### src/rtl/pipe_ctrl.sv
// Pipeline control: per-stage hold fan-in, redirect arbitration (int over ex jump), flush window.
// 0-cycle redirect when the PC is free, else buffered and replayed on hold release; never issues while held.
module pipe_ctrl #(
  parameter int ADDR_W       = 32,
  parameter int NSTAGE       = 4,
  parameter int FLUSH_CYCLES = 1
) (
  input  logic              clk,
  input  logic              rst,
  input  logic [NSTAGE-1:0] stall_req,
  input  logic              ex_jump_flag,
  input  logic [ADDR_W-1:0] ex_jump_addr,
  input  logic              int_flag,
  input  logic [ADDR_W-1:0] int_addr,
  output logic [NSTAGE-1:0] hold_flag,
  output logic [NSTAGE-2:0] flush_flag,
  output logic              pc_jump_flag,
  output logic [ADDR_W-1:0] pc_jump_addr,
  output logic              int_ack,
  output logic              redirect_pending
);

  typedef struct packed {
    logic              vld;
    logic              is_int;
    logic [ADDR_W-1:0] addr;
  } pend_t;

  localparam logic [3:0] FLUSH_LOAD = 4'(FLUSH_CYCLES - 1);

  pend_t             pend_q, pend_nxt;
  logic [3:0]        cnt_q, cnt_nxt;
  logic [NSTAGE-1:0] hold_raw;
  logic              issue_ok;
  logic              issue;
  logic              issue_int;
  logic [ADDR_W-1:0] issue_addr;
  logic              req_vld;
  logic [ADDR_W-1:0] req_addr;

  // A stall anywhere downstream freezes every stage above it.
  always_comb begin
    logic acc;
    acc = 1'b0;
    hold_raw = '0;
    for (int i = NSTAGE - 1; i >= 0; i--) begin
      acc = acc | stall_req[i];
      hold_raw[i] = acc;
    end
  end

  assign issue_ok = rst & ~hold_raw[0];
  assign req_vld  = int_flag | ex_jump_flag;
  assign req_addr = int_flag ? int_addr : ex_jump_addr;

  always_comb begin
    issue      = 1'b0;
    issue_int  = 1'b0;
    issue_addr = '0;
    pend_nxt   = pend_q;
    if (pend_q.vld) begin
      if (issue_ok) begin
        issue        = 1'b1;
        pend_nxt.vld = 1'b0;
        // A fresh interrupt pre-empts a buffered jump; the jump is dropped.
        if (int_flag && !pend_q.is_int) begin
          issue_int  = 1'b1;
          issue_addr = int_addr;
        end else begin
          issue_int  = pend_q.is_int;
          issue_addr = pend_q.addr;
        end
      end else if (int_flag && !pend_q.is_int) begin
        pend_nxt = '{vld: 1'b1, is_int: 1'b1, addr: int_addr};
      end
    end else if (req_vld && rst) begin
      if (issue_ok) begin
        issue      = 1'b1;
        issue_int  = int_flag;
        issue_addr = req_addr;
      end else begin
        pend_nxt = '{vld: 1'b1, is_int: int_flag, addr: req_addr};
      end
    end
  end

  always_comb begin
    cnt_nxt = cnt_q;
    if (issue)
      cnt_nxt = FLUSH_LOAD;
    else if (cnt_q != 4'd0)
      cnt_nxt = cnt_q - 4'd1;
  end

  always_ff @(posedge clk or negedge rst) begin
    if (!rst) begin
      pend_q <= '0;
      cnt_q  <= 4'd0;
    end else begin
      pend_q <= pend_nxt;
      cnt_q  <= cnt_nxt;
    end
  end

  // Everything is forced low while reset is asserted, hold included.
  assign hold_flag        = rst ? hold_raw : '0;
  assign flush_flag       = {(NSTAGE-1){rst & (issue | (cnt_q != 4'd0) | pend_q.vld)}};
  assign pc_jump_flag     = issue;
  assign pc_jump_addr     = issue ? issue_addr : '0;
  assign int_ack          = issue & issue_int;
  assign redirect_pending = rst & pend_q.vld;

endmodule

### config.mk
export PLATFORM = sky130hd
export DESIGN_NAME = pipe_ctrl
export DESIGN_NICKNAME = d
export VERILOG_FILES = /design/src/rtl/pipe_ctrl.sv
export SDC_FILE = /design/constraint.sdc
export NUM_CORES = 1
export LEC_CHECK = 0
export CAP_MARGIN = 20
export CORE_ASPECT_RATIO = 1.5
export CORE_MARGIN = 4
export CORE_UTILIZATION = 40
export DETAILED_ROUTE_END_ITERATION = 10
export GPL_ROUTABILITY_DRIVEN = 0
export HOLD_SLACK_MARGIN = 0.1
export PLACE_DENSITY = 0.71
export SLEW_MARGIN = 5
export SYNTH_ARGS = -nofsm -noshare
export SYNTH_HDL_FRONTEND = slang
export SYNTH_SLANG_ARGS = --single-unit
export TNS_END_PERCENT = 100
### constraint.sdc
create_clock -name clk -period 7.2 [get_ports clk]
set_clock_uncertainty 0.05 [all_clocks]
set_input_delay 1.8 -clock clk [delete_from_list [all_inputs] [get_ports clk]]
set_output_delay 1.8 -clock clk [all_outputs]
set_load 0.03 [all_outputs]
* After elaboration in Yosys (flattened, before gate mapping)
Cells that the tools add are included.
** Operators by class
- Add/sub/neg operators :: 1
- Eq/ne operators :: 1
- Muxes and demuxes :: 24
- Bitwise operators :: 12
- Reductions and logical operators :: 7
** Operators by type and width (count)
- $mux 32 :: 7
- $mux 34 :: 3
- $mux 33 :: 2
- $mux 4 :: 3
- $mux 1 :: 9
- $or 1x1->1 :: 6
- $and 1x1->1 :: 4
- $reduce_bool 2->1 :: 2
- $reduce_bool 4->1 :: 1
- $sub 4x1->4 const B :: 1
- $reduce_and 3->1 :: 1
- $logic_and 1x1->1 :: 2
- $ne 2x1->1 const B :: 1
- $not 1->1 :: 2
- $logic_not 1->1 :: 1
** Storage, ports and cells
- Flip-flop bits (word level) :: 38
- Input port bits :: 72
- Output and inout port bits :: 42
- Word-level logic and storage cells :: 49

* Depth between registers and ports, before layout
Gate-level depths: netlist of run 1.
- Depth after elaboration :: 11
- Gate-level depth with buffers :: 7

* Least setup slack after synthesis of run 1
OpenSTA, ideal clock, no wires.
- Kind :: input-to-output
- Start :: input stall_req[1]
- End :: output flush_flag[1]
- Arrival time :: 3.226 ns
- Data required time :: 5.350 ns
- Slack :: 2.124 ns
- Cell stages on the path :: 7
- Cells stage by stage :: nor4_4 -> nand2_1 -> a21o_1 -> buf_2 -> buf_2 -> nand2_1 -> buf_4
** Between the ends
- Longest elaborated chain between the ends :: 10
** RTL lines
- start, declared :: line 10 : input logic [NSTAGE-1:0] stall_req,
- $or 1x1->1 * (2 in series) :: line 47 : acc = acc | stall_req[i];
- $not 1->1 * :: line 52 : assign issue_ok = rst & ~hold_raw[0];
- $and 1x1->1 * :: line 52
- $mux 1 * :: line 62, 77
- $mux 1 :: line 76 : end else if (req_vld && rst) begin
- $mux 1 * :: line 61 : if (pend_q.vld) begin
- $or 1x1->1 * (2 in series) :: line 107 : assign flush_flag = {(NSTAGE-1){rst & (issue | (cnt_q != 4'd0) | pend_q.vld)}};
- $and 1x1->1 * :: line 107
- end, declared :: line 16 : output logic [NSTAGE-2:0] flush_flag,
Every way passes the cells marked *; elsewhere a longest branch is shown, timed or not.

* Worst setup path after layout of run 1
- Start :: input stall_req[3]
- End :: output pc_jump_flag
** Between the ends
- Longest elaborated chain between the ends :: 8
** RTL lines
- $or 1x1->1 * (3 in series) :: line 47
- $not 1->1 * :: line 52
- $and 1x1->1 * :: line 52
- $mux 1 * :: line 62, 77
- $mux 1 :: line 76
- $mux 1 * :: line 61
- end, declared :: line 17 : output logic pc_jump_flag,
Marks and branches as above.

==> results of run 1 <==
[cell type report]
type                            instances  area, sq um  area share
Tap cell                              107          134      0.0283
Multi-Input combinational cell        348         2280       0.482
Sequential cell                        38          952       0.201
Clock inverter                          2         12.5     0.00264
Clock buffer                            6          139      0.0293
Inverter                                4         15.0     0.00317
Timing Repair Buffer                  121         1200       0.254
[worst paths after layout]
| path | cells past startpoint | endpoint | from | slack, ns |
|---|---|---|---|---|
| min reg2reg | 1 | pend_q[6] | pend_q[6] | 0.46 |
| max | 7 | pc_jump_flag | stall_req[3] | 0.89 |
| min | 1 | pend_q[6] | pend_q[6] | 0.46 |
| max in group asynchronous | 2 | pend_q[21] | rst | 4.93 |
| max reg2reg | 5 | pend_q[26] | pend_q[33] | 3.86 |
| min in group asynchronous | 1 | pend_q[27] | rst | 1.40 |
[power by group through the flow]
stage                     Sequential [mW]  Combinational [mW]  Clock (mW)
after CTS                           0.346               0.405       0.233
after global routing                0.358               0.446       0.241
after detailed placement            0.347               0.402           0
final                               0.348               0.403       0.228
after global placement              0.341               0.389           0
after floorplan                     0.330               0.300           0
[worst max-delay path: stages]
cell and delay, ns:
clkdlybuf4s50_1 0.50, nor4_4 0.44, nand2_1 0.12, a21o_1 0.45
buf_8 0.29, inv_1 0.13, clkdlybuf4s50_1 0.71
[sequential cells by signal (all words and copies together), names as in the netlist]
signal  cells
pend_q     34
cnt_q       4
[cells in the final DEF (no fill, tap or decap), drive strengths merged]
master	instances
a211oi	1
a21boi	1
a21o	1
a21oi	25
a22o	10
a22oi	33
a2bb2oi	22
and2	2
buf	11
clkbuf	6
clkdlybuf4s50	110
clkinv	1
clkinvlp	1
dfrtp	38
ha	1
inv	4
mux2	43
mux2i	1
nand2	70
nand2b	1
nor2	39
nor2b	24
nor3	1
nor4	1
o21a	2
o21ai	34
o22ai	22
o31a	1
o31ai	10
or3	1
or3b	1
xnor2	1
[metrics by stage]
step / setup WS, ns / util / hold WS [ns]
after floorplan: 2.12 / - / 0.425
after global placement: 0.777 / 0.537 / 0.434
after detailed placement: 0.867 / 0.542 / 0.438
after CTS: 0.869 / 0.560 / 0.462
after global routing: 0.714 / 0.560 / 0.482
final: 0.894 / 0.560 / 0.459
[metal layers]
metal,wire length (microns),track usage
met1,4370,0.255
met2,5810,0.380
met3,589,0.0275
met4,147,0.0533
met5,0,0
[cell families (layout without fill, tap and decap cells)]
group / count (synthesis) / count (layout) / synth area share
XOR/XNOR: 1 / 1 / 0.00251
multiplexers: 44 / 44 / 0.150
AO/OA/AOI/OAI: 162 / 162 / 0.319
flip-flops: 38 / 38 / 0.273
adder cells (fa/ha/maj): 1 / 1 / 0.00359
buffers and inverters: 56 / 133 / 0.0743
AND/OR/NAND/NOR: 140 / 140 / 0.178
==> impl_metrics.env, run 1 <==
export IMPL_syn_area_sq_um=3490
export IMPL_ys_ff_latch=38
export IMPL_ctsResizeCount=0
export IMPL_cts_root_buf="clkbuf_16"
export IMPL_dieHeight_microns=122
export IMPL_synth_fp_nets=515
export IMPL_yosys_top_cells_area="dfrtp_1, mux2_2, nand2_1, a22oi_1, a2bb2oi_1"
export IMPL_fin_cells=626
export IMPL_synth_cell_types=35
export IMPL_synth_edff_count=0
export IMPL_clkSinkCount=38
export IMPL_slew_headroom=0.375
export IMPL_drc=0
export IMPL_start_kind="input pin"
export IMPL_syn_inst=442
export IMPL_crit_path_max_fanout=20
export IMPL_ys_seq_area_frac=0.273
export IMPL_max_freq_mhz=159
export IMPL_wl_per_cell_microns=17.4
export IMPL_antenna_found_initial=0
export IMPL_finalHoldViolations=0
export IMPL_comb_power_share=0.412
export IMPL_ant_nets=0
export IMPL_hold_path_class="flop to flop"
export IMPL_num_nets_final=591
export IMPL_num_rows=41
export IMPL_cap_violations=0
export IMPL_fin_area_sq_um=4740
export IMPL_yosys_warnings=0
export IMPL_p_clk_frac=0.233
export IMPL_vias=3627
export IMPL_port_buffers=113
export IMPL_power_switching_mw=0.309
export IMPL_dp_cells=618
export IMPL_synth_top_area_cell="dfrtp_1"
export IMPL_status="completed"
export IMPL_syn_area_per_cell_sq_um=7.89
export IMPL_seqPwrFrac=0.356
export IMPL_yosysMostFrequentCell="nand2_1"
export IMPL_pin_count=114
export IMPL_synthArstFlopShare=1.00
export IMPL_place_area_sq_um=4590
export IMPL_finalSetupViolCount=0
export IMPL_n_fill_cell=820
export IMPL_wl_mm=10.9
export IMPL_grt_ovfl_total=0
export IMPL_grt_max_degree=73
export IMPL_clk_latency_ns=0.28
export IMPL_internal_power_mw=0.669
export IMPL_worstMarginPinSlew_ns=0.937
export IMPL_cts_buffers=5
export IMPL_grt_pass1_vias=3567
export IMPL_cts_buffer_depth=2
export IMPL_endpoint_kind="primary output"
export IMPL_via_per_inst=5.79
export IMPL_p_leak_nw=1.93
export IMPL_htreeDepth=2
export IMPL_first_pass_iters=4
export IMPL_dominantRegCellSynth="dfrtp_1"
export IMPL_syn2layout_area_growth_pct=35.9
export IMPL_synth_commonest_cells="nand2_1, nor2_1, dfrtp_1, mux2_2, o21ai_0"
export IMPL_fin_total_pwr_mw=0.979
export IMPL_rsz0062_at_grt="false"
export IMPL_drive_above_1_share=0.135
export IMPL_ir_drop_v=0.000138
export IMPL_hpwlAfterDp_mm=7.14
export IMPL_min_period_ns=6.31
export IMPL_critPathRequiredTime_ns=5.35
export IMPL_fin_tns_setup_ns=0
export IMPL_worstPathArrival_ns=4.46
export IMPL_grt_pass1_wl_mm=17.9
export IMPL_die_area_sq_um=10300
export IMPL_initial_core_util=0.412
export IMPL_track_usage=0.208
export IMPL_clkTransAtPathRegs_ns=0.06
export IMPL_post_route_period_util=0.876
export IMPL_finalMaxSlewViolations=0
export IMPL_diodes=0
export IMPL_synth_top_area_frac=0.273
export IMPL_swShare=0.316
export IMPL_timing_worst_setup_path_type="input pin to primary output"
export IMPL_cts_tree="built"
export IMPL_power_density_nw_per_um2=207
export IMPL_core_area_sq_um=8460
export IMPL_drtIter0Drc=189
export IMPL_die_w_microns=84.2
export IMPL_post_cts_buffers=0
export IMPL_cts_hold_buf=0
No activity file was read; power rests on OpenSTA's default activity.
==> run 2, diff against run 1 <==
--- a/config.mk
+++ b/config.mk
@@ -5,13 +5,13 @@
 export SDC_FILE = /design/constraint.sdc
 export NUM_CORES = 1
 export LEC_CHECK = 0
+export ABC_AREA = 1
 export CAP_MARGIN = 20
 export CORE_ASPECT_RATIO = 1.5
 export CORE_MARGIN = 4
 export CORE_UTILIZATION = 40
 export DETAILED_ROUTE_END_ITERATION = 10
 export GPL_ROUTABILITY_DRIVEN = 0
-export HOLD_SLACK_MARGIN = 0.1
 export PLACE_DENSITY = 0.71
 export SLEW_MARGIN = 5
 export SYNTH_ARGS = -nofsm -noshare
==> impl_metrics.env, run 2 <==
export IMPL_start_kind="input pin"
export IMPL_clk_latency_ns=0.28
export IMPL_syn_area_sq_um=3490
export IMPL_synth_top_area_frac=0.337
export IMPL_num_nets_final=814
export IMPL_fin_util=0.548
export IMPL_pin_count=114
export IMPL_cts_buffer_depth=2
export IMPL_first_pass_iters=4
export IMPL_hold_path_class="flop to flop"
export IMPL_post_cts_buffers=0
export IMPL_syn_inst=653
export IMPL_track_usage=0.192
export IMPL_ys_ff_latch=38
export IMPL_rsz0062_at_grt="false"
export IMPL_dominantRegCellSynth="dfrtp_1"
export IMPL_clkTransAtPathRegs_ns=0.05
export IMPL_drive_above_1_share=0.0784
export IMPL_finalMaxSlewViolations=0
export IMPL_regMostFlops="pend_q"
export IMPL_grt_pass1_wl_mm=16.5
export IMPL_min_period_ns=6.26
export IMPL_finalSetupViolCount=0
export IMPL_p_leak_nw=2.77
export IMPL_max_freq_mhz=160
export IMPL_post_route_period_util=0.870
export IMPL_ys_seq_area_frac=0.272
export IMPL_clkSinkCount=38
export IMPL_largest_register_ffs=34
export IMPL_num_rows=41
export IMPL_grt_max_degree=46
export IMPL_layout_commonest_cell="nand2_1"
export IMPL_vias=3926
export IMPL_synth_top_area_cell="nand2_1"
export IMPL_grt_pass1_vias=3834
export IMPL_synth_edff_count=0
export IMPL_fin_cells=847
export IMPL_dieHeight_microns=122
export IMPL_endpoint_kind="primary output"
export IMPL_antenna_found_initial=0
export IMPL_synth_cell_types=26
export IMPL_diodes=0
export IMPL_drtIter0Drc=243
export IMPL_die_w_microns=84.3
export IMPL_yosys_warnings=0
export IMPL_timing_worst_setup_path_type="input pin to primary output"
export IMPL_slew_headroom=0.300
export IMPL_wl_mm=9.80
export IMPL_cts_hold_buf=0
export IMPL_cts_buffers=5
export IMPL_initial_core_util=0.413
export IMPL_syn_area_per_cell_sq_um=5.35
export IMPL_n_fill_cell=895
export IMPL_hpwlAfterDp_mm=6.98
export IMPL_ant_nets=0
export IMPL_power_density_nw_per_um2=218
export IMPL_critPathRequiredTime_ns=5.35
export IMPL_yosys_top_cells_area="nand2_1, dfrtp_1, nor2_1, inv_1, a21oi_1"
export IMPL_cap_violations=0
export IMPL_htreeDepth=2
export IMPL_syn2layout_area_growth_pct=32.8
export IMPL_finalHoldViolations=0
export IMPL_drc=0
export IMPL_synth_fp_nets=726
export IMPL_port_buffers=113
export IMPL_top_regs="pend_q x34, cnt_q x4"
export IMPL_die_area_sq_um=10300
export IMPL_dp_cells=841
export IMPL_grt_ovfl_total=0
export IMPL_yosysMostFrequentCell="nand2_1"
export IMPL_cts_tree="built"
export IMPL_via_per_inst=4.64
export IMPL_ctsResizeCount=0
export IMPL_ir_drop_v=0.000107
export IMPL_status="completed"
export IMPL_fin_tns_setup_ns=0
export IMPL_cts_root_buf="clkbuf_16"
export IMPL_wl_per_cell_microns=11.6
export IMPL_mostFrequentLayoutCells="nand2_1, nor2_1, inv_1"
export IMPL_synthArstFlopShare=1.00
export IMPL_core_area_sq_um=8460
export IMPL_worstMarginPinSlew_ns=1.05
export IMPL_worstPathArrival_ns=4.41
export IMPL_crit_path_max_fanout=35
export IMPL_synth_commonest_cells="nand2_1, nor2_1, inv_1, dfrtp_1, a21oi_1"
run 2: cell types whose count changed after synthesis, sizes merged, moves of 22 or more:
| cell | before | now |
|---|---|---|
| nand2 | 70 | 318 |
| nor2 | 39 | 106 |
| inv | 4 | 93 |
| nor2b | 24 | 0 |
| o22ai | 22 | 0 |
| a22oi | 33 | 0 |
| a2bb2oi | 22 | 0 |
| mux2 | 43 | 0 |
run 2: cells by family after synthesis:
kind of cell	synth area share
flops	0.272
fa+ha+maj	0.00358
simple gates	0.487
compound gates	0.0756
buf+inv	0.159
xor+xnor	0.00251
run 2: through the flow:
step	hold slack, ns	power [mW]	setup WS [ns]	area [sq um]
after floorplan	0.394	0.678	2.33	3490
after global placement	0.409	0.785	1.01	4500
after detailed placement	0.411	0.798	0.906	4500
after CTS	0.427	1.02	0.900	4640
after global routing	0.447	1.11	0.744	4640
final	0.428	1.01	0.937	4640
run 2: routing by layer:
metal,vias to the layer above,share of wire,track usage
li1,2074,-,-
met1,1743,0.41,0.202
met2,93,0.53,0.382
met3,16,0.052,0.0316
met4,0,0.013,0.0573
met5,-,0,0
run 2: area by class of cell:
cell class / count / area (sq um) / share of cell area
clock buffers: 6 / 139 / 0.0299
multi-input cells: 486 / 1990 / 0.428
inverters: 93 / 354 / 0.0763
flip-flops and latches: 38 / 951 / 0.205
repair buffers: 117 / 1080 / 0.232
well taps: 107 / 134 / 0.0289
run 2: worst max-delay path: stages:
cell and delay, ns:
clkdlybuf4s50_1 0.48, nor2_4 0.20, nand4_4 0.50, nor2_8 0.43
inv_4 0.17, nand2_1 0.14, clkdlybuf4s50_1 0.69
run 2: final timing paths:
check	end	depth (start not counted)	slack, ns	from
max	flush_flag[1]	7	0.94	stall_req[3]
min	pend_q[13]	2	0.43	pend_q[13]
max reg2reg	pend_q[9]	6	4.58	pend_q[33]
min reg2reg	pend_q[13]	2	0.43	pend_q[13]
max in group asynchronous	pend_q[3]	2	5.09	rst
min in group asynchronous	pend_q[32]	2	1.63	rst
run 2: power by group:
part | switching (mW) | internal, mW | total [mW] | leakage (nW)
combinational | 0.247 | 0.184 | 0.431 | 2.23
sequential | 0.0511 | 0.313 | 0.364 | 0.467
clock | 0.0804 | 0.134 | 0.214 | 0.0688
total | 0.379 | 0.631 | 1.01 | 2.77
